--- config.mk ---
export PLATFORM = sky130hd
export DESIGN_NAME = cnn_layer_sequencer
export DESIGN_NICKNAME = d
export VERILOG_FILES = /design/src/rtl/cnn_seq_pkg.sv /design/src/rtl/cnn_seq_desc_table.sv /design/src/rtl/cnn_layer_sequencer.sv
export SDC_FILE = /design/constraint.sdc
export NUM_CORES = 1
export LEC_CHECK = 0
export BUFFER_PORTS_ARGS = -buffer_cell sky130_fd_sc_hd__clkbuf_2
export CORE_MARGIN = 8
export CORE_UTILIZATION = 59
export DETAILED_ROUTE_END_ITERATION = 8
export GPL_ROUTABILITY_DRIVEN = 0
export PLACE_DENSITY = 0.87
export SKIP_CTS_REPAIR_TIMING = 1
export SLEW_MARGIN = 20
export SYNTH_ARGS = -nofsm -noshare
export SYNTH_HDL_FRONTEND = slang
export SYNTH_HIERARCHICAL = 1
export SYNTH_SLANG_ARGS = --single-unit
--- constraint.sdc ---
create_clock -name HCLK -period 4.8 [get_ports HCLK]
set_input_delay 0.48 -clock HCLK [delete_from_list [all_inputs] [get_ports HCLK]]
set_output_delay 0.48 -clock HCLK [all_outputs]
set_load 0.01 [all_outputs]
--- src/rtl/cnn_seq_pkg.sv ---
// Shared types and constants for the CNN layer sequencer.
// Holds the FSM encoding, layer-config field offsets and base-address steps.
package cnn_seq_pkg;

    typedef enum logic [2:0] {
        ST_IDLE,
        ST_SETUP,
        ST_START,
        ST_WAIT,
        ST_ADVANCE,
        ST_FINISH
    } state_t;

    localparam int CFG_FIRST   = 0;
    localparam int CFG_LAST_LO = 1;
    localparam int CFG_CONV    = 2;
    localparam int CFG_LAST_HI = 3;
    localparam int CFG_IDX     = 4;
    localparam int CFG_BIAS    = 8;
    localparam int CFG_ACT     = 13;

    localparam logic [19:0] W_INC_3X3 = 20'd144;
    localparam logic [19:0] W_INC_1X1 = 20'd16;
    localparam logic [11:0] P_INC     = 12'd16;

    function automatic logic [15:0] pack_cfg(
        input logic [8:0] desc,
        input logic [3:0] idx,
        input logic       first,
        input logic       last
    );
        logic [15:0] c;
        c = '0;
        c[CFG_ACT +: 3]  = desc[8:6];
        c[CFG_BIAS +: 5] = desc[5:1];
        c[CFG_IDX +: 4]  = idx;
        c[CFG_LAST_HI]   = last;
        c[CFG_CONV]      = desc[0];
        c[CFG_LAST_LO]   = last;
        c[CFG_FIRST]     = first;
        return c;
    endfunction

endpackage

--- src/rtl/cnn_seq_desc_table.sv ---
// Per-layer descriptor register file: one write port, one combinational read port.
// Writes to indices beyond the table depth are dropped.
module cnn_seq_desc_table #(
    parameter int DEPTH = 16
) (
    input  logic       clk,
    input  logic       rst,
    input  logic       we,
    input  logic [3:0] widx,
    input  logic [8:0] wdata,
    input  logic [3:0] ridx,
    output logic [8:0] rdata
);

    logic [8:0] mem [DEPTH];

    always_ff @(posedge clk or posedge rst) begin
        if (rst) begin
            for (int i = 0; i < DEPTH; i++) mem[i] <= '0;
        end else if (we && (int'(widx) < DEPTH)) begin
            mem[widx] <= wdata;
        end
    end

    assign rdata = (int'(ridx) < DEPTH) ? mem[ridx] : '0;

endmodule

--- src/rtl/cnn_layer_sequencer.sv ---
// Layer sequencer: walks the descriptor table, pulses layer start, tracks bases.
// Optional WAIT watchdog is enabled by defining CNN_SEQ_TIMEOUT_EN.
module cnn_layer_sequencer
    import cnn_seq_pkg::*;
#(
    parameter int N_LAYER_MAX    = 16,
    parameter int Ti             = 16,
    parameter int To             = 16,
    parameter int N              = 16,
    parameter int TIMEOUT_CYCLES = 1048576
) (
    input  logic        HCLK,
    input  logic        HRESET,
    input  logic        desc_we,
    input  logic [3:0]  desc_idx,
    input  logic [8:0]  desc_wdata,
    input  logic [4:0]  num_layers,
    input  logic [19:0] base_weight_init,
    input  logic [11:0] base_param_init,
    input  logic        seq_start,
    input  logic        seq_abort,
    input  logic        acc_layer_done,
    output logic [19:0] acc_base_weight,
    output logic [11:0] acc_base_param,
    output logic [15:0] acc_layer_config,
    output logic        acc_layer_start,
    output logic        seq_busy,
    output logic        seq_done,
    output logic        seq_err,
    output logic [3:0]  cur_layer
);

    // Step constants in the package assume the default array geometry.
    if (N_LAYER_MAX < 1 || N_LAYER_MAX > 16) begin : g_bad_depth
        $error("N_LAYER_MAX must be 1..16");
    end
    if ((Ti * To * 9) / N != int'(W_INC_3X3) || To != int'(W_INC_1X1)
        || To != int'(P_INC)) begin : g_bad_geom
        $error("array geometry does not match increment constants");
    end
    if (TIMEOUT_CYCLES < 1 || TIMEOUT_CYCLES > 2097151) begin : g_bad_tmo
        $error("TIMEOUT_CYCLES must fit the 21-bit watchdog");
    end

    state_t      state, next_state;
    logic [4:0]  num_q;
    logic        done_q;
    logic [8:0]  desc_rd;
    logic        rise;
    logic        is_last;
    logic        timeout;

    cnn_seq_desc_table #(.DEPTH(N_LAYER_MAX)) u_table (
        .clk   (HCLK),
        .rst   (HRESET),
        .we    (desc_we),
        .widx  (desc_idx),
        .wdata (desc_wdata),
        .ridx  (cur_layer),
        .rdata (desc_rd)
    );

    // Edge detection so a done level left over from the last layer is ignored.
    assign rise    = acc_layer_done && !done_q;
    assign is_last = ({1'b0, cur_layer} == (num_q - 5'd1));

    always_comb begin
        next_state = state;
        case (state)
            ST_IDLE:    if (seq_start)
                            next_state = (num_layers == 5'd0) ? ST_FINISH : ST_SETUP;
            ST_SETUP:   next_state = ST_START;
            ST_START:   next_state = ST_WAIT;
            ST_WAIT:    if (rise) next_state = ST_ADVANCE;
                        else if (timeout) next_state = ST_FINISH;
            ST_ADVANCE: next_state = is_last ? ST_FINISH : ST_SETUP;
            ST_FINISH:  next_state = ST_IDLE;
            default:    next_state = ST_IDLE;
        endcase
        if (seq_abort && state != ST_IDLE) next_state = ST_IDLE;
    end

    always_ff @(posedge HCLK or posedge HRESET) begin
        if (HRESET) begin
            state            <= ST_IDLE;
            done_q           <= 1'b0;
            num_q            <= '0;
            cur_layer        <= '0;
            acc_base_weight  <= '0;
            acc_base_param   <= '0;
            acc_layer_config <= '0;
        end else begin
            state  <= next_state;
            done_q <= acc_layer_done;
            case (state)
                ST_IDLE: if (seq_start) begin
                    num_q           <= num_layers;
                    cur_layer       <= '0;
                    acc_base_weight <= base_weight_init;
                    acc_base_param  <= base_param_init;
                end
                ST_SETUP: if (!seq_abort) begin
                    acc_layer_config <= pack_cfg(desc_rd, cur_layer,
                                                 cur_layer == 4'd0, is_last);
                end
                ST_ADVANCE: if (!seq_abort) begin
                    acc_base_weight <= acc_base_weight +
                        (acc_layer_config[CFG_CONV] ? W_INC_3X3 : W_INC_1X1);
                    acc_base_param  <= acc_base_param + P_INC;
                    if (!is_last) cur_layer <= cur_layer + 4'd1;
                end
                default: ;
            endcase
        end
    end

    assign acc_layer_start = (state == ST_START) && !seq_abort;
    assign seq_done        = (state == ST_FINISH) && !seq_abort;
    assign seq_busy        = (state != ST_IDLE);

`ifdef CNN_SEQ_TIMEOUT_EN
    localparam logic [20:0] TMO_LAST = 21'(TIMEOUT_CYCLES - 1);
    logic [20:0] tmo_cnt;

    assign timeout = (state == ST_WAIT) && !rise && (tmo_cnt == TMO_LAST);

    always_ff @(posedge HCLK or posedge HRESET) begin
        if (HRESET) begin
            tmo_cnt <= '0;
            seq_err <= 1'b0;
        end else begin
            tmo_cnt <= (state == ST_WAIT) ? tmo_cnt + 21'd1 : '0;
            if (state == ST_IDLE && seq_start) seq_err <= 1'b0;
            else if (timeout && !seq_abort) seq_err <= 1'b1;
        end
    end
`else
    assign timeout = 1'b0;
    assign seq_err = 1'b0;
`endif

endmodule

Word level (Yosys, flattened, before mapping)

Cells that the tools add are included.

Bits in registers: 205
Bits in latches: 0
Memory bits (writable): 0
ROM bits: 0
Input bits: 56
Output and inout bits: 56
Logic and storage cells: 84
Memories: 0

$add $sub $neg: 4
Multipliers: 0
Div/mod/pow operators: 0
Order comparisons: 3
Equal/unequal tests: 11
Shift operators: 0
Mux-type cells: 23
Bitwise operators: 3
Reductions and logical operators: 17

Operators with widths:

| operator                                                              | number |
|---|---|
| 144-bit bitwise mux                                                   | 1 |
| 20-bit 2-to-1 mux                                                     | 2 |
| 20-bit case mux with 2 select lines                                   | 1 |
| 9-bit binary-select mux with 4-bit select                             | 1 |
| 9-bit demux with 4-bit select                                         | 1 |
| 9-bit 2-to-1 mux                                                      | 3 |
| 12-bit 2-to-1 mux                                                     | 2 |
| 12-bit case mux with 2 select lines                                   | 1 |
| 20-bit by 8-bit adder with 20-bit output                              | 1 |
| 3-bit 2-to-1 mux                                                      | 5 |
| 3-bit case mux with 5 select lines                                    | 1 |
| 12-bit by 5-bit adder with 12-bit output, second input constant       | 1 |
| 4-bit 2-to-1 mux                                                      | 3 |
| 5-bit >= comparator, second input constant                            | 2 |
| 4-bit inverter with 5-bit output                                      | 2 |
| 8-bit 2-to-1 mux                                                      | 1 |
| 4-bit case mux with 2 select lines                                    | 1 |
| 3-bit by 2-bit equality test with 1-bit output, second input constant | 2 |
| 3-bit equality test, second input constant                            | 2 |
| 2-bit inequality test, second input constant                          | 3 |
| 3-bit inequality test, second input constant                          | 2 |
| 2-bit AND reduction                                                   | 3 |
| 4-bit by 5-bit equality test with 1-bit output                        | 1 |
| 1-bit logical AND                                                     | 5 |
| 13 further kinds                                                      | 14 |

Longest topological paths before layout

Depth in word-level cells: 6
Mapped depth: 8
Depth with buffers taken out: 7

Modules after synthesis

The synthesis kept the hierarchy.

By module, submodules not included:

| module              | instances | cells each | area an instance (µm²) | sequential area each (µm²) |
|---|---|---|---|---|
| cnn_seq_desc_table  | 1         | 409        | 6647.6                 | 3603.5 |
| cnn_layer_sequencer | 1         | 327        | 3224.3                 | 1501.4 |

Least setup slack after synthesis

Ideal clock, no wire load.

Kind: register to register
Start point: register cur_layer[0]
End point: register acc_layer_config[14]
Setup time: 125 ps
Arrival time: 2001 ps
Required time: 4675 ps
Setup slack: 2675 ps
Stages on the path, launching flop included: 7
Path buffers: 2
Clock period less this slack: 2125 ps
Path through: dfrtp_1 > buf_4 > buf_2 > mux4_2 > a22oi_1 > nand2_1 > mux2_2

Cells in the longest elaborated chain, start to end: 4

RTL lines:

| what                                                   | line                       | text |
|---|---|---|
| start: declaration                                     | cnn_layer_sequencer.sv:30  | `output logic [3:0] cur_layer` |
| start signal: assignment                               | cnn_layer_sequencer.sv:110 | `if (!is_last) cur_layer <= cur_layer + 4'd1;` |
| 4-bit inverter with 5-bit output (not written as such) | cnn_seq_desc_table.sv:25   | `assign rdata = (int'(ridx) < DEPTH) ? mem[ridx] : '0;` |
| 9-bit binary-select mux with 4-bit select              | cnn_seq_desc_table.sv:25   |  |
| 9-bit 2-to-1 mux (not written as such) (2 in series)   | cnn_seq_desc_table.sv:25   |  |
| named net desc_rd[7]                                   | cnn_layer_sequencer.sv:48  | `logic [8:0] desc_rd;` |
| end signal: assignment                                 | cnn_layer_sequencer.sv:103 | `acc_layer_config <= pack_cfg(desc_rd, cur_layer,` |
| end: declaration                                       | cnn_layer_sequencer.sv:25  | `output logic [15:0] acc_layer_config,` |

The timed path passes the listed nets, and every way through them passes these cells. The select of a mux whose other input is x is not followed.
A chain may end at the register's enable or synchronous reset.

Final worst setup path

Start point: register state[2]
End point: register cur_layer[3]

Cells in the longest elaborated chain, start to end: 3
Elaborated cells between the ends (all ways): 8
Classes of those cells: 4 x eq/ne; 1 x mux; 3 x reduce/logical

RTL lines:

| what                                                                  | line                      | text |
|---|---|---|
| start: declaration                                                    | cnn_layer_sequencer.sv:45 | `state_t state, next_state;` |
| start signal: assignment                                              | cnn_layer_sequencer.sv:93 | `state <= next_state;` |
| 3-bit equality test or 3-bit logical NOT (tied branches)              | cnn_layer_sequencer.sv:95 | `case (state)` |
| 2-bit inequality test (no line) or 2-bit nonzero test (tied branches) | --                        |  |
| 4-bit AND reduction (no line)                                         | --                        |  |

Several ways; a longest one is shown, not always the timed one.

==> run metrics <==
status finished clean; worst-case clock buffer depth 3; vias per cell 6.23; WL final 23400 µm; # setup viols final 0; EDFF count, synth 0; Mapped Nets 798; arrival time worst endpoint 2.90 ns; Worst Setup Start Kind flop; Comb pwr share 29.3%; critical path launch point state[2]; Critical Path Max Stage Delay 0.73 ns; worst min path class primary input to flop; area grow syn2layout 13.8%; hold_sp acc_layer_done; Final Power 0.00623 W; total negative slack 0 ns; Peak VDD IR 341 µV; first-iteration detailed-routing DRC count 483; met2 global-route usage 35.7%; setup slack, reg-to-reg 2.28 ns; grt met3 use 4.82%; Initial Utilization 60.0%; worst skew pair latency 0.51 ns; synthesized area per cell 13.4 µm²; Leakage 4.97 nW; r2r startpoint state[2]; Die W 145 µm; FMAX 396 MHz; Final Critical Period 2.52 ns; final hold violations 0; DRC violations left 0; clock-pin slew on the worst setup and hold paths 0.06 ns; power per cell area 555 nW/µm²; clock skew 0.0249 ns; worst setup path class flop to flop; number of global-route vias before repair 6808; Int Pwr 0.00424 W; H-tree levels 1; yosys warns 6; CP Max Fanout 25; Mapped Area 9870 µm²; setup repair after global routing missed its margin no; post-route ant nets 0; CORE AREA 16500 µm²; gr ovfl total 0; Via Count 6611; critical-path cell list nor2b_1 > o21a_1 > nand4_1 > a21oi_2 > mux2_4; Least-Margin Pin Slew 1.10 ns; cts bufs inserted 22; Clock Sink Count 204; clock share of power 27.9%; async set-or-reset flop fraction in the synthesized netlist 100%; Antenna diodes 0; Sw Ratio 31.9%; Netlist cell types 63; timing endpoint of the critical path cur_layer[3]; critical path's slowest cell o21a_1; total routing usage reported by global routing 22.1%; worst relative slew slack 26.7%; ys flop type dfrtp_1; share of cells above drive strength 1 45.5%; Critical Path RT 5.17 ns; Final Cycle Share 52.6%; worst reg2reg path depth 5; Nets 888; Flop pwr share 42.8%; CP Capture Type flop; final core area utilization 68.3%; largest net degree at the start of global routing 109; WL/cell 22.0 µm; Die Y 145 µm; die area 21100 µm²; GR Util met1 30.4%; HPWL Detailed 14600 µm; number of port buffers 110; RR Endpoint cur_layer[3]; busiest grt layer met2; CTS tree yes; First-pass DRT Iterations 4; sw power 0.00199 W; Slew Limit Fails 0; Max Cap Viol 0; CTS Root Buffer Type clkbuf_16; #FFs+latches synth 204; # rows 47; antenna violations before repair 0; cell count after synthesis 736; post-synthesis sequential area ratio 51.7%; first-pass GRT wire length 38100 µm; io pins 112
[flip-flops by register name (all words and copies together) (netlist names)]
register	flops
acc_base_param	12
state	3
u_table/mem	144
acc_base_weight	20
done_q	1
cur_layer	4
num_q	5
acc_layer_config	15
[cell usage after synthesis, types with 3 or more instances]
| master | number | area [µm²] |
|---|---|---|
| and3_1 | 6 | 37.5 |
| nand4_1 | 3 | 18.8 |
| buf_4 | 14 | 105 |
| o21ai_0 | 21 | 105 |
| mux2_1 | 4 | 45.0 |
| a2bb2oi_1 | 5 | 43.8 |
| buf_6 | 3 | 33.8 |
| mux4_2 | 36 | 811 |
| nor2_1 | 27 | 101 |
| and2_1 | 3 | 18.8 |
| nor3b_1 | 4 | 30.0 |
| nor3_1 | 8 | 40.0 |
| xor2_1 | 3 | 26.3 |
| a22oi_1 | 19 | 143 |
| clkbuf_1 | 13 | 48.8 |
| mux2_2 | 156 | 1760 |
| inv_1 | 9 | 33.8 |
| nand2_1 | 39 | 146 |
| xnor2_1 | 4 | 35.0 |
| mux2_4 | 11 | 165 |
| nand3_1 | 19 | 95.1 |
| ha_1 | 6 | 75.1 |
| a21oi_1 | 34 | 170 |
| buf_1 | 5 | 18.8 |
| dfrtp_1 | 204 | 5100 |
| o22ai_1 | 10 | 62.6 |
| buf_2 | 16 | 80.1 |
| nor2b_1 | 9 | 56.3 |
[layout make-up]
class	count	area, µm²
clock buffers	27	589
clock inverters	13	161
fillers	1111	5230
inverters	10	42.5
multi-input cells	470	4450
flip-flops and latches	204	5110
well taps	220	275
repair buffers	118	613
[logic make-up after synthesis]
kind of cell / after synthesis / synth area share, %
adders and majority gates: 6 / 0.760
and+or+nand+nor: 145 / 8.76
other: 1 / 0.0380
xor gates and xnor gates: 7 / 0.621
buffers and inverters: 62 / 3.33
muxes: 207 / 28.1
AOI/OAI and AO/OA: 104 / 6.64
DFF: 204 / 51.7
[stage by stage]
stage	area, µm²	cells	hold WS [ns]	worst slack, ns
finish	11200	1062	0.108	2.28
global route	11200	1062	0.0933	2.09
CTS	11200	1061	-0.0759	2.32
detailed placement	10500	1021	0.456	2.35
global placement	10500	1021	0.447	2.39
floorplan	9870	736	0.459	0.454
[layout by cell type (no fill, tap or decap), drive strengths merged, types with 3 or more instances in the layout]
cell type	instances
ha	6
dfrtp	204
mux4	36
buf	7
nand4	5
a21oi	36
o21ai	23
nor2b	9
nor2	29
a22oi	19
clkinvlp	4
a2bb2oi	5
xor2	3
o22ai	10
and3	6
and2	3
mux2	171
nand2	40
clkinv	6
xnor2	4
clkbuf	137
bufinv	3
inv	10
nor3b	4
nand3	21
nor3	12
[per-layer routing]
layer | routed length [µm] | vias up
met4 | 384 | 0
li1 | - | 2898
met5 | 0 | -
met2 | 11200 | 273
met3 | 1710 | 34
met1 | 10000 | 3406
[worst min path at each step]
stage                                 endpoint  slack [ns]  depth (start not counted)
after floorplan                 u_table/mem[4]        0.46                          1
after global placement    acc_layer_config[14]        0.45                          2
after detailed placement  acc_layer_config[14]        0.46                          2
after CTS                 acc_layer_config[14]       -0.08                          2
after global routing                    done_q        0.09                          1
final                                   done_q        0.11                          1
[power by group through the flow]
stage               Sequential [W]  Clock (W)  Combinational [W]
floorplan                  0.00259          0            0.00136
global placement           0.00265          0            0.00175
detailed placement         0.00268          0            0.00182
CTS                        0.00266    0.00177            0.00184
global route               0.00274    0.00183            0.00200
finish                     0.00267    0.00174            0.00183
[worst max-delay path: cells and delay by family (launching register included)]
| kind | cells | cell delay, ns |
|---|---|---|
| and+or+nand+nor | 2 | 0.54 |
| AOI/OAI and AO/OA | 2 | 0.93 |
| DFF | 1 | 0.61 |
| muxes | 1 | 0.31 |
Power figures use the tool's default switching activity.
